File: config.mk
export PLATFORM = sky130hd
export DESIGN_NAME = btn_event_ctrl
export DESIGN_NICKNAME = d
export VERILOG_FILES = /design/src/rtl/btn_event_ctrl.sv
export SDC_FILE = /design/constraint.sdc
export NUM_CORES = 1
export LEC_CHECK = 0
export CORE_UTILIZATION = 53
export DETAILED_ROUTE_END_ITERATION = 10
export PLACE_DENSITY = 0.77
export SETUP_SLACK_MARGIN = 0.02
export SYNTH_ARGS = -nofsm -noshare
export SYNTH_HDL_FRONTEND = slang
export SYNTH_SLANG_ARGS = --single-unit
export TNS_END_PERCENT = 10
File: constraint.sdc
create_clock -name clk -period 2.28 [get_ports clk]
set_input_delay 0.684 -clock clk [delete_from_list [all_inputs] [get_ports clk]]
set_output_delay 0.684 -clock clk [all_outputs]
set_load 0.02 [all_outputs]
File: src/rtl/btn_event_ctrl.sv
// btn_event_ctrl
//   Debounces N_BTN synchronised switch inputs against a shared sample tick
//   and reports every qualified level change as an event through a one-entry
//   valid/ready output register. Pending channels are served round-robin.
//
//   Optional feature: define BTN_EVENT_OVF_EN to build the sticky lost-event
//   flag (ovf). Without it ovf is tied to 0 and ovf_clr is ignored.
//
// Ports
//   clk       in   rising-edge clock
//   reset     in   asynchronous, active-high reset
//   sw        in   [N_BTN] raw switch levels, already synchronised to clk
//   db        out  [N_BTN] debounced levels
//   ev_valid  out  event available
//   ev_ready  in   consumer accepts event (ignored while ev_valid=0)
//   ev_id     out  [2] channel index of the event
//   ev_rise   out  1 = press (0->1), 0 = release (1->0)
//   ovf_clr   in   clears ovf
//   ovf       out  sticky flag: an unreported edge was overwritten
module btn_event_ctrl #(
  parameter int N_BTN     = 4,
  parameter int TICK_BITS = 19,
  parameter int DB_TICKS  = 3
) (
  input  logic             clk,
  input  logic             reset,
  input  logic [N_BTN-1:0] sw,
  output logic [N_BTN-1:0] db,
  output logic             ev_valid,
  input  logic             ev_ready,
  output logic [1:0]       ev_id,
  output logic             ev_rise,
  input  logic             ovf_clr,
  output logic             ovf
);

  logic [TICK_BITS-1:0] tick_cnt;
  logic                 tick;
  logic [2:0]           cnt [N_BTN];
  logic [N_BTN-1:0]     mism;
  logic [N_BTN-1:0]     qual;
  logic [N_BTN-1:0]     pending;
  logic [N_BTN-1:0]     pend_dir;

  // rr_ptr holds the index where the next search starts (last grant + 1),
  // so its reset value of 0 gives channel 0 first priority.
  logic [1:0]           rr_ptr;
  logic [1:0]           nxt_ptr;
  logic [2*N_BTN-1:0]   pend2;
  logic [N_BTN-1:0]     rot;
  logic [2:0]           sum3;
  logic                 gnt_found;
  logic [1:0]           gnt_idx;
  logic [N_BTN-1:0]     gnt_oh;
  logic                 load;
  logic                 ovf_set;

  assign tick = (tick_cnt == '0);

  // A channel qualifies on the tick where its mismatch count would reach
  // DB_TICKS.
  always_comb begin
    mism = '0;
    qual = '0;
    for (int i = 0; i < N_BTN; i++) begin
      mism[i] = sw[i] ^ db[i];
      qual[i] = mism[i] & tick & (cnt[i] == 3'(DB_TICKS - 1));
    end
  end

  // Rotate the pending vector so the search start lands at bit 0, take the
  // lowest set bit, then rotate the index back.
  always_comb begin
    pend2     = {pending, pending};
    rot       = N_BTN'(pend2 >> rr_ptr);
    gnt_found = 1'b0;
    gnt_idx   = '0;
    sum3      = '0;
    for (int k = N_BTN - 1; k >= 0; k--) begin
      if (rot[k]) begin
        sum3 = {1'b0, rr_ptr} + 3'(k);
        if (sum3 >= 3'(N_BTN)) sum3 = sum3 - 3'(N_BTN);
        gnt_idx   = sum3[1:0];
        gnt_found = 1'b1;
      end
    end
    load    = gnt_found & (~ev_valid | ev_ready);
    gnt_oh  = load ? (N_BTN'(1) << gnt_idx) : '0;
    nxt_ptr = (({1'b0, gnt_idx} + 3'd1) >= 3'(N_BTN)) ? 2'd0 : gnt_idx + 2'd1;
    // An edge is lost only if the older pending one is not leaving this cycle.
    ovf_set = |(qual & pending & ~gnt_oh);
  end

  always_ff @(posedge clk or posedge reset) begin
    if (reset) begin
      tick_cnt <= '0;
      db       <= '0;
      pending  <= '0;
      pend_dir <= '0;
      rr_ptr   <= '0;
      ev_valid <= 1'b0;
      ev_id    <= '0;
      ev_rise  <= 1'b0;
      for (int i = 0; i < N_BTN; i++) cnt[i] <= '0;
    end else begin
      tick_cnt <= tick_cnt + TICK_BITS'(1);

      for (int i = 0; i < N_BTN; i++) begin
        if (!mism[i]) begin
          cnt[i] <= '0;
        end else if (qual[i]) begin
          cnt[i] <= '0;
          db[i]  <= ~db[i];
        end else if (tick) begin
          cnt[i] <= cnt[i] + 3'd1;
        end
      end

      // A new qualification wins over the grant clear, keeping the fresh
      // direction pending.
      pending  <= (pending & ~gnt_oh) | qual;
      pend_dir <= (pend_dir & ~qual) | (~db & qual);

      if (load) begin
        ev_valid <= 1'b1;
        ev_id    <= gnt_idx;
        ev_rise  <= |(pend_dir & gnt_oh);
        rr_ptr   <= nxt_ptr;
      end else if (ev_ready) begin
        ev_valid <= 1'b0;
      end
    end
  end

`ifdef BTN_EVENT_OVF_EN
  always_ff @(posedge clk or posedge reset) begin
    if (reset)        ovf <= 1'b0;
    else if (ovf_set) ovf <= 1'b1;
    else if (ovf_clr) ovf <= 1'b0;
  end
`else
  logic unused_ovf;
  assign ovf        = 1'b0;
  assign unused_ovf = ovf_clr ^ ovf_set;
`endif

endmodule
==> metrics.txt <==
status finished, final reports clean; number of synthesized flops with an enable pin 0; reg2reg setup slack ~280 ps; Die Ht a little over 70 um; Pre-Repair DR Iteration Count 4; fill count 347; leading area contributor after synthesis dfrtp_1; Antenna diodes 0; slowest cell on the critical path clkdlybuf4s50_1; Routability Congestion a little over 0.8; Ys Warns 0; reg2reg path depth 7; Netlist Area Pre-Place around 2500 sq um; largest net degree at the start of global routing 50; area share of the largest cell type after synthesis 0.482; WP data required 1600 ps; P_sw 661 uW; CP Data Arrival Time 1370 ps; Finish-stage setup viols 0; final global-route overflow total 0; worst-path cell chain clkdlybuf4s50_1; crit end category output pin; count of different cell masters after synthesis 39; DIE WIDTH 71.3 um; vias in the first global route around 1800; Clock Tree Buf Depth 2; Setup TNS Final 0 ps; commonest non-fill, non-tap cell in the layout dfrtp_1; period utilization 0.900; Fin. Hold Viols 0; Internal roughly 1.5 mW; setup bufs post-CTS 0; Synth area leaders dfrtp_1, ha_1, xnor2_1; Min-Delay Endpoint tick_cnt[18]$_DFF_PP0_; worst-skew pair later-pin latency 300 ps; DRC 0; FMAX roughly 490 MHz; row count 24; nets between 200 and 300; overall routing resource usage 0.211; first-pass GRT wire length between 8 and 9 mm; Hold Buf Count CTS 0; Clk pwr share 0.272; total power 2.20 mW; Worst path top cell family by delay buffers and inverters; TritonCTS buffer count 5; Final ANT Viol Nets 0; HPWL Detailed 3.29 mm; Final Instance Area approximately 2900 sq um; FFs w/ async S/R, synth 1.00; PortBufs 14; CTS resizes 0; critical path's largest stage delay roughly 640 ps; Gate power share 0.268; area of the core ~4500 sq um; Max-cap violations 0; Cell Area, Placed between 2000 and 3000 sq um; Post-Syn Nets approximately 260; Post-Synth Simple-Gate Area 0.170; #FFs+latches synth 49; Synth Flop Type dfrtp_1; CTS tree done; mux contribution to synthesized area 0.0310; Clock Pin Slew Worst Setup and Hold Paths 90 ps; Avg Cell Area, Syn 10.6 sq um; sequential area share after synthesis 0.482; Vias/cell between 5 and 6; crit-path max FO 4; largest family of logic cells by synthesized area simple AND/OR/NAND/NOR gates; sw frac 0.300; share of cells above drive strength 1 0.114; hold_sp tick_cnt[18]$_DFF_PP0_; Hold Crit Class register to register; launch point of the worst reg-to-reg path tick_cnt[0]$_DFF_PP0_; die area around 5000 sq um; FF-to-FF End cnt[7]$_DFFE_PP0P_; post-synthesis compound-gate area fraction 0.127; Vias between 1500 and 2000; Final Util 0.646; Worst VDD drop 0.503 mV; Setup Crit Path Kind register to output pin; drt total wl just under 5 mm; Hold Crit Depth 1; drt wl/cell approximately 15 um; total clock sinks roughly 50; Synth Area in Adders 0.0689; leakage around 1.2 nW; sequential share of power 0.460; I/O pins 17; Worst Setup Start Kind register; PD cells between 700 and 800 nW/um^2; unrepaired setup endpoints after global routing no; Slew Viols, Final 0; Initial Util 0.568; 1st-iter DRT viols roughly 120; Buf/Inv on CP 1; H-Tree Depth 2; initial antenna violation count 0; synthesis-to-layout area growth 13.6%; most frequent cells in the layout dfrtp_1, a21oi_1, inv_1, xnor2_1; Final min period 2050 ps; clk root buf clkbuf_8; Cells after Synth between 200 and 250; Worst Clk Skew ~10 ps; XOR/XNOR Fraction of Synth Area 0.0723
==> state kept, by name (all words and copies together), names as in the netlist, named ones only <==
name,flops
cnt,12
db,4
ev_id,2
ev_rise,1
ev_valid,1
pending,4
rr_ptr,2
tick_cnt,19
==> cells in the mapped netlist (all sizes together), types with 7 or more instances <==
library cell,number
or4,8
nand3,14
nand4,9
xnor2,15
o21ai,13
nor2,7
nand2,9
mux2,7
a21oi,24
inv,20
dfrtp,49
ha,14
==> final cells by class <==
cell class	instances	area (sq um)	share of cell area
clock buffers	5	68.8	0.0238
clock inverters	2	35.0	0.0121
inverters	20	75.1	0.0260
multi-input cells	164	1200	0.415
flip-flops and latches	49	1230	0.424
well taps	52	65.1	0.0225
repair buffers	23	220	0.0762
==> metal layers <==
| layer | track usage | wire, um |
|---|---|---|
| met1 | 0.292 | 2190 |
| met2 | 0.332 | 2310 |
| met3 | 0.0492 | 280 |
| met4 | 0.0644 | 54 |
| met5 | 0 | 0 |
==> worst max path at each step <==
stage                                      from                    endpoint  slack (ps)  cells after the start
after global routing      tick_cnt[0]$_DFF_PP0_          cnt[7]$_DFFE_PP0P_         140                      7
final                         db[2]$_DFFE_PP0P_                       db[2]         230                      1
after global placement                 ev_ready        ev_id[0]$_DFFE_PP0P_         310                      5
after CTS                     db[2]$_DFFE_PP0P_                       db[2]         230                      1
after floorplan                           reset  asynchronous set/reset pin         420                      1
after detailed placement               ev_ready       rr_ptr[1]$_DFFE_PP0P_         290                      5
==> through the flow <==
step | hold WS [ps] | setup slack, ps | cells
final | 489 | 229 | 315
after global routing | 511 | 138 | 315
after CTS | 498 | 226 | 315
after detailed placement | 485 | 293 | 308
after global placement | 473 | 313 | 308
after floorplan | 460 | 423 | 240
==> kinds of logic after synthesis <==
group	count (synthesis)
AND/OR/NAND/NOR	67
adder cells (fa/ha/maj)	14
multiplexers	7
flip-flops	49
XOR/XNOR	21
AO/OA/AOI/OAI	54
other	1
buffers and inverters	27
==> power by group through the flow <==
stage / Sequential (mW) / Clock (mW) / Combinational, mW
6_report: 1.01 / 0.599 / 0.589
5_1_grt: 1.02 / 0.654 / 0.666
4_1_cts: 1.01 / 0.617 / 0.599
3_5_place_dp: 1.03 / 0 / 0.586
3_3_place_gp: 1.02 / 0 / 0.573
2_1_floorplan: 1.06 / 0 / 0.343
Note: power is estimated with default switching activity, not from simulation.
